<file path="src/rtl/fetch_prefetch_buffer.sv">
// -----------------------------------------------------------------------------
// fetch_prefetch_buffer
//
// Instruction fetch front end. Keeps up to MAX_OUTSTANDING requests in flight
// on the instruction bus, buffers returned words in a DEPTH-entry FIFO, and
// realigns mixed 16/32-bit (RVC) instructions for decode over a valid/ready
// handshake. A redirect flushes the buffer and marks every request still in
// flight as stale, so that its response is dropped when it returns.
//
// Ports:
//   clk, rst          clock; synchronous active-high reset
//   instr_req_o       bus request
//   instr_gnt_i       request accepted this cycle
//   instr_addr_o      word-aligned fetch address
//   instr_rvalid_i    response valid
//   instr_rdata_i     response data
//   instr_err_i       response error (qualified by instr_rvalid_i)
//   redirect_i        PC change (branch/jump/trap)
//   redirect_pc_i     new PC, halfword aligned
//   instr_valid_o     instruction available to decode
//   instr_ready_i     decode accepts the instruction
//   instr_o           instruction; 16-bit ones are zero-extended in [31:16]
//   pc_o              address of instr_o
//   is_compressed_o   instr_o is a 16-bit instruction
//   instr_err_o       a word that instr_o was built from returned an error
//
// Parameters:
//   PC_RESET          fetch address after reset
//   DEPTH             FIFO entries in 32-bit words (>= 2)
//   MAX_OUTSTANDING   granted-but-not-returned request limit (1..DEPTH)
// -----------------------------------------------------------------------------
module fetch_prefetch_buffer #(
  parameter logic [31:0] PC_RESET        = 32'h0,
  parameter int          DEPTH           = 3,
  parameter int          MAX_OUTSTANDING = 2
) (
  input  logic        clk,
  input  logic        rst,
  // instruction bus
  output logic        instr_req_o,
  input  logic        instr_gnt_i,
  output logic [31:0] instr_addr_o,
  input  logic        instr_rvalid_i,
  input  logic [31:0] instr_rdata_i,
  input  logic        instr_err_i,
  // control flow change
  input  logic        redirect_i,
  input  logic [31:0] redirect_pc_i,
  // decode side
  output logic        instr_valid_o,
  input  logic        instr_ready_i,
  output logic [31:0] instr_o,
  output logic [31:0] pc_o,
  output logic        is_compressed_o,
  output logic        instr_err_o
);

  localparam int OW = $clog2(MAX_OUTSTANDING + 1);   // outstanding / discard
  localparam int CW = $clog2(DEPTH + 1);             // FIFO occupancy
  localparam int PW = (DEPTH > 1) ? $clog2(DEPTH) : 1; // FIFO pointers

  // ---------------------------------------------------------------------------
  // State
  // ---------------------------------------------------------------------------
  logic [31:0]   fetch_addr_reg;
  logic [31:0]   pc_reg;
  logic [OW-1:0] outstanding_reg;
  logic [OW-1:0] outstanding_next;
  logic [OW-1:0] discard_reg;
  logic [OW-1:0] discard_next;
  logic [CW-1:0] count_reg;
  logic [CW-1:0] count_next;
  logic [PW-1:0] rd_ptr_reg;
  logic [PW-1:0] wr_ptr_reg;
  logic [PW-1:0] rd_ptr_plus1;

  // Each entry is {err, data}. The array is never reset: occupancy is tracked
  // by count_reg, so stale contents are never looked at.
  logic [32:0]   fifo_mem [DEPTH];

  // Circular pointer increment for a depth that need not be a power of two.
  function automatic logic [PW-1:0] ptr_inc(input logic [PW-1:0] p);
    logic [PW-1:0] r;
    if (p == PW'(DEPTH - 1)) begin
      r = '0;
    end else begin
      r = p + PW'(1);
    end
    return r;
  endfunction

  // ---------------------------------------------------------------------------
  // Bus request side
  // ---------------------------------------------------------------------------
  logic [31:0] inflight;
  logic        req_fire;
  logic        rsp_accept;
  logic        rsp_drop;
  logic        push;

  // Requests only go out when there is room for their response: counting
  // in-flight words against the FIFO depth means a push can never overflow.
  assign inflight     = 32'(count_reg) + 32'(outstanding_reg);
  assign instr_req_o  = !rst
                        && (32'(outstanding_reg) < 32'(MAX_OUTSTANDING))
                        && (inflight < 32'(DEPTH));
  assign instr_addr_o = fetch_addr_reg;
  assign req_fire     = instr_req_o && instr_gnt_i;

  // A response with nothing outstanding is ignored so the counter cannot wrap.
  assign rsp_accept   = instr_rvalid_i && (outstanding_reg != '0);
  // Responses to requests issued before a redirect are thrown away.
  assign rsp_drop     = rsp_accept && (discard_reg != '0);
  // A response arriving in the redirect cycle belongs to the old stream too.
  assign push         = rsp_accept && !rsp_drop && !redirect_i;

  always_comb begin
    outstanding_next = outstanding_reg;
    if (req_fire && !rsp_accept) begin
      outstanding_next = outstanding_reg + OW'(1);
    end else if (!req_fire && rsp_accept) begin
      outstanding_next = outstanding_reg - OW'(1);
    end
  end

  // On a redirect everything still in flight after this cycle's grant and
  // response is stale. Using outstanding_next (rather than adding to the old
  // discard count) keeps back-to-back redirects exact.
  always_comb begin
    discard_next = discard_reg;
    if (redirect_i) begin
      discard_next = outstanding_next;
    end else if (rsp_drop) begin
      discard_next = discard_reg - OW'(1);
    end
  end

  // ---------------------------------------------------------------------------
  // Aligner on head word W0 and the word behind it, W1
  // ---------------------------------------------------------------------------
  logic [31:0] w0_data;
  logic        w0_err;
  logic [31:0] w1_data;
  logic        w1_err;
  logic        have_w0;
  logic        have_w1;

  logic        aln_valid;
  logic [31:0] aln_instr;
  logic        aln_comp;
  logic        aln_err;
  logic        aln_pop;

  assign rd_ptr_plus1 = ptr_inc(rd_ptr_reg);
  assign w0_data      = fifo_mem[rd_ptr_reg][31:0];
  assign w0_err       = fifo_mem[rd_ptr_reg][32];
  assign w1_data      = fifo_mem[rd_ptr_plus1][31:0];
  assign w1_err       = fifo_mem[rd_ptr_plus1][32];
  assign have_w0      = (count_reg != '0);
  assign have_w1      = (count_reg >= CW'(2));

  always_comb begin
    aln_valid = 1'b0;
    aln_instr = '0;
    aln_comp  = 1'b0;
    aln_err   = 1'b0;
    aln_pop   = 1'b0;
    if (!pc_reg[1]) begin
      aln_valid = have_w0;
      if (w0_err) begin
        // Errored word: present it at once so decode can trap; the pc moves
        // by a full word if it is ever accepted.
        aln_instr = w0_data;
        aln_err   = 1'b1;
        aln_pop   = 1'b1;
      end else if (w0_data[1:0] != 2'b11) begin
        // Low half is a compressed instruction; the upper half is still
        // needed, so the word stays at the head.
        aln_instr = {16'h0, w0_data[15:0]};
        aln_comp  = 1'b1;
      end else begin
        aln_instr = w0_data;
        aln_pop   = 1'b1;
      end
    end else begin
      if (w0_err) begin
        aln_valid = have_w0;
        aln_instr = {16'h0, w0_data[31:16]};
        aln_err   = 1'b1;
        aln_pop   = 1'b1;
      end else if (w0_data[17:16] != 2'b11) begin
        aln_valid = have_w0;
        aln_instr = {16'h0, w0_data[31:16]};
        aln_comp  = 1'b1;
        aln_pop   = 1'b1;
      end else begin
        // 32-bit instruction straddling two words. W0 is retired; W1 stays at
        // the head because its upper half starts the next instruction.
        aln_valid = have_w1;
        aln_instr = {w1_data[15:0], w0_data[31:16]};
        aln_err   = w1_err;
        aln_pop   = 1'b1;
      end
    end
  end

  // ---------------------------------------------------------------------------
  // Decode handshake
  // ---------------------------------------------------------------------------
  logic transfer;
  logic pop;

  // Nothing is offered in the redirect cycle: the head belongs to the old
  // stream and the new pc only takes effect next cycle.
  assign instr_valid_o   = !rst && !redirect_i && aln_valid;
  assign instr_o         = instr_valid_o ? aln_instr : 32'h0;
  assign is_compressed_o = instr_valid_o && aln_comp;
  assign instr_err_o     = instr_valid_o && aln_err;
  assign pc_o            = pc_reg;

  assign transfer = instr_valid_o && instr_ready_i;
  assign pop      = transfer && aln_pop;

  always_comb begin
    count_next = count_reg;
    if (push && !pop) begin
      count_next = count_reg + CW'(1);
    end else if (!push && pop) begin
      count_next = count_reg - CW'(1);
    end
  end

  // ---------------------------------------------------------------------------
  // Sequential state
  // ---------------------------------------------------------------------------
  always_ff @(posedge clk) begin
    if (rst) begin
      fetch_addr_reg  <= {PC_RESET[31:2], 2'b00};
      pc_reg          <= PC_RESET;
      outstanding_reg <= '0;
      discard_reg     <= '0;
      count_reg       <= '0;
      rd_ptr_reg      <= '0;
      wr_ptr_reg      <= '0;
    end else if (redirect_i) begin
      // A request granted this cycle went out with the old address and is
      // already included in discard_next.
      fetch_addr_reg  <= {redirect_pc_i[31:2], 2'b00};
      pc_reg          <= redirect_pc_i;
      outstanding_reg <= outstanding_next;
      discard_reg     <= discard_next;
      count_reg       <= '0;
      rd_ptr_reg      <= '0;
      wr_ptr_reg      <= '0;
    end else begin
      if (req_fire) begin
        fetch_addr_reg <= fetch_addr_reg + 32'd4;
      end
      if (transfer) begin
        pc_reg <= pc_reg + (aln_comp ? 32'd2 : 32'd4);
      end
      if (push) begin
        wr_ptr_reg <= ptr_inc(wr_ptr_reg);
      end
      if (pop) begin
        rd_ptr_reg <= ptr_inc(rd_ptr_reg);
      end
      outstanding_reg <= outstanding_next;
      discard_reg     <= discard_next;
      count_reg       <= count_next;
    end
  end

  // FIFO storage: write-only here, read combinationally at the head.
  always_ff @(posedge clk) begin
    if (push) begin
      fifo_mem[wr_ptr_reg] <= {instr_err_i, instr_rdata_i};
    end
  end

  // A response with no request outstanding means the bus broke its contract.
  always_ff @(posedge clk) begin
    if (!rst && instr_rvalid_i) begin
      assert (outstanding_reg != '0);
    end
  end

endmodule

</file>
<file path="config.mk">
export PLATFORM = sky130hd
export DESIGN_NAME = fetch_prefetch_buffer
export DESIGN_NICKNAME = d
export VERILOG_FILES = /design/src/rtl/fetch_prefetch_buffer.sv
export SDC_FILE = /design/constraint.sdc
export NUM_CORES = 1
export LEC_CHECK = 0
export ABC_AREA = 1
export BUFFER_PORTS_ARGS = -buffer_cell sky130_fd_sc_hd__buf_4
export CAP_MARGIN = 40
export CORE_AREA = 2 2 132 134
export CTS_CLUSTER_DIAMETER = 80
export DETAILED_ROUTE_END_ITERATION = 7
export DIE_AREA = 0 0 134 136
export PLACE_DENSITY = 0.81
export SLEW_MARGIN = 20
export SYNTH_ARGS = -nofsm -noshare
export SYNTH_HDL_FRONTEND = slang
export SYNTH_SLANG_ARGS = --single-unit
</file>
<file path="constraint.sdc">
create_clock -name clk -period 4.75 [get_ports clk]
set_clock_uncertainty 0.05 [all_clocks]
set_input_delay 0.475 -clock clk [delete_from_list [all_inputs] [get_ports clk]]
set_output_delay 0.475 -clock clk [all_outputs]
set_load 0.02 [all_outputs]
</file>
## Yosys cells after proc, flatten, opt, wreduce, memory -nomap -nowiden

Memory sizes are Yosys's and may differ from the RTL's. A register that Yosys moved wholly into a read port is not among the register bits.
Cells that the tools add are included.

- Bits in registers: 74
- RAM bits: 99
- Input port bits: 71
- Output and inout port bits: 100
- Word-level logic and storage cells: 96
- Memories kept: 1

Memories:

| memory | words | bits a word | read ports | clocked after Yosys merged registers in | wr ports | RTL line | source |
|---|---|---|---|---|---|---|---|
| fifo_mem | 3 | 33 | 2 | 1 | 1 | 79 | `logic [32:0] fifo_mem [DEPTH];` |

- Add/sub/neg operators: 10
- $lt $le $gt $ge: 3
- Eq/ne operators: 4
- Muxes and demuxes: 38
- Reductions and logical operators: 32

Operators by type and width:

| kind | count |
|---|---|
| 32-bit two-way mux | 10 |
| 32-bit by 3-bit adder with 32-bit output | 1 |
| 32-bit by 3-bit adder with 32-bit output, second input constant | 1 |
| 2-bit two-way mux | 10 |
| 1-bit logical AND | 17 |
| 1-bit two-way mux | 17 |
| 2-bit nonzero test | 7 |
| 2-bit by 1-bit adder with 2-bit output, second input constant | 4 |
| 1-bit zero test | 7 |
| 2-bit by 1-bit subtractor with 2-bit output, second input constant | 3 |
| 2-bit equality test, second input constant | 2 |
| 2-bit != test, second input constant | 2 |
| 2-bit by 2-bit adder with 3-bit output | 1 |
| 3-bit by 2-bit less-than comparator with 1-bit output, second input constant | 1 |
| 3-bit two-way mux | 1 |
| 2-bit greater-or-equal comparator, second input constant | 1 |
| 2-bit less-than comparator, second input constant | 1 |
| 2-bit OR reduction | 1 |

## Logic depth before layout (Yosys ltp)

- Depth in word-level cells: 10
- Gate-level depth with buffers: 21
- Depth with buffers taken out: 20

## Least setup slack after synthesis

OpenSTA, ideal clock, no wires.

- Path type: flip-flop to flip-flop
- Start point: reg outstanding_reg[1]
- End point: mem fifo_mem[0][0], enable pin
- Setup time: 0.467 ns
- Arrival: 3.497 ns
- Required time: 4.233 ns
- Path slack: 0.736 ns
- Stages on the path, launching flop included: 8
- Buffers on the path: 0
- Period minus slack after synthesis: 4.014 ns
- Cells stage by stage: dfxtp_1 > inv_1 > ha_1 > nor2_1 > inv_1 > nor3_2 > inv_1 > nor3_1

- Longest elaborated chain between the ends: 8

RTL lines:

| what | RTL line | source |
|---|---|---|
| start, declared | 67 | `logic [OW-1:0] outstanding_reg;` |
| start signal, assigned | 250 | `outstanding_reg <= outstanding_next;` |
| start signal, assigned | 268 | `outstanding_reg <= outstanding_next;` |
| 2-bit nonzero test * | 111 | `assign rsp_accept = instr_rvalid_i && (outstanding_reg != '0);` |
| 1-bit logical AND * | 111 |  |
| 1-bit logical AND | 113 | `assign rsp_drop = rsp_accept && (discard_reg != '0);` |
| 1-bit zero test | 115 | `assign push = rsp_accept && !rsp_drop && !redirect_i;` |
| 1-bit logical AND * (2 in series) | 115 |  |
| via push | 99 | `logic push;` |
| 1-bit two-way mux * | 276 | `if (push) begin` |
| 1-bit two-way mux (not written as such) * | 277 | `fifo_mem[wr_ptr_reg] <= {instr_err_i, instr_rdata_i};` |
| end, declared | 79 |  |

Mark *: on every way through the listed nets, which the timed path passes. The rest lies on a longest branch.

==> summary.md <==
| Metric | Value |
|---|---|
| Post-Synthesis Cells | 1247 |
| Xor and xnor area share after synthesis | 1.67% |
| Most common cell after layout, fill and taps aside | sky130_fd_sc_hd__nand2_1 |
| Number of buffers inserted by port buffering | 168 |
| Startpoint of the most critical hold path | instr_rdata_i[18] |
| FMAX | 277 MHz |
| Number of nets with antenna violations after routing | 0 |
| Area fraction in compound gates after synthesis | 13.0% |
| Post-DP HPWL | 19.2 mm |
| Data arrival time at the worst-slack endpoint | 3090 ps |
| Register-to-register setup slack | 1350 ps |
| Arithmetic-cell share of the synthesized area counting full adders, half adders and majority gates | 1.35% |
| Post-layout power | 3.60 mW |
| Seq cells post-synth | 173 |
| Total vias in the final route | 9224 |
| Largest delay contributor family on the critical path | buffers and inverters |
| Max-Cap Viols | 0 |
| Biggest fanout along the worst timing path | 33 |
| Width of the die | 134 um |
| Number of vias per cell after detailed routing | 5.67 |
| Initial drt markers | 912 |
| Crit path buf inv count | 3 |
| Proportion of register bits with asynchronous set or reset after synthesis | 0% |
| Detailed Route WL | 27.7 mm |
| Most used flip-flop cell after synthesis | sky130_fd_sc_hd__edfxtp_1 |
| Number of nets in the layout | 1469 |
| GPL Wtd Cong | 0.918 |
| Clock tree root buffer cell | sky130_fd_sc_hd__clkbuf_16 |
| Share of post-route cells with drive strength above 1 | 17.8% |
| Number of remaining DRC errors | 0 |
| Pins over their slew limit | 0 |
| Library cells used by synthesis | 47 |
| Main combinational cell family by area after synthesis | simple AND/OR/NAND/NOR gates |
| Yosys warning total | 0 |
| Share of cell area taken by muxes after synthesis | 0% |
| Area growth, synth to finish | 21.0% |
| Portion of the clock cycle consumed by the worst path in the final layout | 76.1% |
| TritonCTS clock tree | yes |
| Instance count after placement with tap cells included | 1595 |
| Required time of the critical path | 4220 ps |
| Register-to-Register Path Depth | 16 |
| Hold Violations, Final | 0 |
| Critical path launch point type | flop |
| Max reg flops | 99 |
| Time the final worst path needs with I/O delays and setup | 3610 ps |
| Master of the slowest instance on the critical path | sky130_fd_sc_hd__dfxtp_1 |
| Final setup vio count | 0 |
| Worst Hold Path EP | fifo_mem[1][18]$_DFFE_PP_ |
| Maximum VDD drop | 289 uV |
| Vias in the first global route | 8522 |
| Class of the most critical hold timing path | in2reg |
| Global-route wire length before repair | 43.4 mm |
| Proportion of synthesized chip area in sequential cells | 47.1% |
| Capturing point of the worst reg2reg path | pc_o[21]$_SDFFE_PP0N_ |
| Cell leakage power | 4.66 nW |
| Power per standard cell area | 315 nW/um^2 |
| Core box area | 16900 sq um |
| Die ar. | 18200 sq um |
| Effective utilization at floorplan | 56.0% |
| WL per Instance | 17.0 um |
| Setup Crit Path Kind | reg2out |
| Total grt overflow | 0 |
| Top reg by flops | fifo_mem |
| Antenna violations before repair | 1 |
| Max stage delay on crit path | 650 ps |
| Aggregate negative setup slack | 0 ps |
| Total GRT Usage | 30.7% |
| Area of the mapped netlist | 9460 sq um |
| Source-to-sink clock delay at the later pin of the worst-skew pair | 440 ps |
| Post-CTS setup buffer count | 0 |
| Simple-Gate Fraction of Synth Area | 30.0% |
| Std cell rows | 48 |
| Clock slew seen by the registers of the worst setup and hold paths | 70 ps |
| Cell count of the worst hold path | 1 |
| Count of non-filler cells in the finished layout | 1627 |
| Total iterations of the first detailed-routing run | 6 |
| Unrepaired setup endpoints after global routing | false |
| Max_slew headroom | 41.7% |
| Commonest cells after routing, fill and taps aside | 382 x sky130_fd_sc_hd__nand2_1, 176 x sky130_fd_sc_hd__buf_4, 161 x sky130_fd_sc_hd__nor2_1 |
| CTS sink count | 173 |
| Hold buffers post-CTS | 0 |
| Clock buffer depth | 2 |
| H-tree depth reported by CTS | 4 |
| Number of instances resized during post-cts repair | 0 |
| Count of flip-flops with a built-in enable after synthesis | 99 |
| Maximum number of pins on one net before global-route repair | 51 |
| Status | complete, no violations |
| Antenna diodes | 0 |
| Cell Chain, Critical Path | inv_4, nand2_1, nand3_1, nand2_2, nor2_4, nand3_4, nand2_1, buf_4, a221oi_1, buf_4 |
| Die H | 136 um |
| I/O Pins | 171 |
| Post-synthesis average cell area | 7.58 sq um |
| Sort of element at the end of the critical path | primary output |
| Number of buffers created by CTS | 17 |
| Transition time at the pin with the least slew margin | 873 ps |
-- synthesized netlist by cell type (2+ instances only) --
cell type / number / area share (%)
sky130_fd_sc_hd__nor2_1: 162 / 6.4
sky130_fd_sc_hd__fa_1: 2 / 0.42
sky130_fd_sc_hd__ha_1: 7 / 0.93
sky130_fd_sc_hd__o211ai_1: 7 / 0.56
sky130_fd_sc_hd__a31o_2: 5 / 0.46
sky130_fd_sc_hd__buf_2: 21 / 1.1
sky130_fd_sc_hd__or2_2: 8 / 0.53
sky130_fd_sc_hd__or2_1: 2 / 0.13
sky130_fd_sc_hd__nand2_2: 2 / 0.13
sky130_fd_sc_hd__a21oi_1: 82 / 4.3
sky130_fd_sc_hd__a221oi_1: 5 / 0.46
sky130_fd_sc_hd__buf_4: 5 / 0.40
sky130_fd_sc_hd__nand4_1: 11 / 0.73
sky130_fd_sc_hd__nor2_2: 7 / 0.46
sky130_fd_sc_hd__o21bai_1: 2 / 0.16
sky130_fd_sc_hd__nand3_1: 81 / 4.3
sky130_fd_sc_hd__a22oi_1: 16 / 1.3
sky130_fd_sc_hd__inv_1: 88 / 3.5
sky130_fd_sc_hd__o31ai_1: 8 / 0.64
sky130_fd_sc_hd__xnor2_1: 2 / 0.19
sky130_fd_sc_hd__dfxtp_1: 74 / 16
sky130_fd_sc_hd__clkbuf_1: 26 / 1.0
sky130_fd_sc_hd__buf_6: 4 / 0.48
sky130_fd_sc_hd__nand3b_1: 6 / 0.48
sky130_fd_sc_hd__a31oi_1: 11 / 0.73
sky130_fd_sc_hd__nor3_1: 14 / 0.74
sky130_fd_sc_hd__nand2_1: 382 / 15
sky130_fd_sc_hd__inv_2: 3 / 0.12
sky130_fd_sc_hd__nand3_4: 2 / 0.37
sky130_fd_sc_hd__o21ai_0: 72 / 3.8
sky130_fd_sc_hd__xor2_1: 16 / 1.5
sky130_fd_sc_hd__edfxtp_1: 99 / 31
-- area by class of cell --
class / instances / area, sq um
clock buffer: 17 / 425
clock inverter: 15 / 168
fill: 1405 / 5440
inverter: 93 / 352
multi-input combinational: 925 / 4380
sequential: 173 / 4450
tap: 225 / 282
timing repair buffer: 179 / 1380
-- how the worst max path moves through the flow --
stage	start	end	slack, ps	depth (start not counted)
after detailed placement	flop	pc_o[29]$_SDFFE_PP0N_	1420	19
after floorplan	outstanding_reg[1]$_SDFF_PP0_	fifo_mem[0][0]$_DFFE_PP_	740	7
after global routing	flop	instr_o[11]	980	10
after CTS	flop	instr_o[11]	1180	10
after global placement	flop	pc_o[29]$_SDFFE_PP0N_	1550	19
final	flop	instr_o[11]	1140	10
-- power by group --
| part | total [mW] | switching, mW | leakage (nW) | internal, mW |
|---|---|---|---|---|
| registers | 1.70 | 0.0602 | 1.50 | 1.64 |
| clock network | 1.41 | 0.659 | 0.294 | 0.755 |
| logic | 0.485 | 0.302 | 2.87 | 0.183 |
| total | 3.60 | 1.02 | 4.66 | 2.58 |
-- routing by layer --
layer | global-route usage, % | vias up | part of all wire [%]
met1 | 37.4 | 4255 | 39
met5 | 0 | - | 0.036
met4 | 12.3 | 2 | 3.3
met2 | 52.3 | 467 | 48
li1 | - | 4434 | -
met3 | 7.94 | 66 | 9.7
-- through the flow --
| stage | worst slack [ps] | hold WS [ps] | area (sq um) | utilization, % |
|---|---|---|---|---|
| after floorplan | 736 | 420 | 9460 | - |
| after global placement | 1550 | 442 | 10800 | 64.0 |
| after detailed placement | 1420 | 459 | 10800 | 64.3 |
| after CTS | 1180 | 161 | 11400 | 67.8 |
| after global routing | 982 | 154 | 11400 | 67.8 |
| final | 1140 | 175 | 11400 | 67.8 |
-- kinds of logic (layout without fill, tap and decap cells) --
| family | count (synthesis) | count (layout) |
|---|---|---|
| and+or+nand+nor | 682 | 682 |
| adders and majority gates | 9 | 9 |
| other | 1 | 2 |
| AOI/OAI and AO/OA | 214 | 214 |
| buffers and inverters | 150 | 304 |
| xor gates and xnor gates | 18 | 18 |
| DFF | 173 | 173 |
Note: power is estimated with default switching activity, not from simulation.
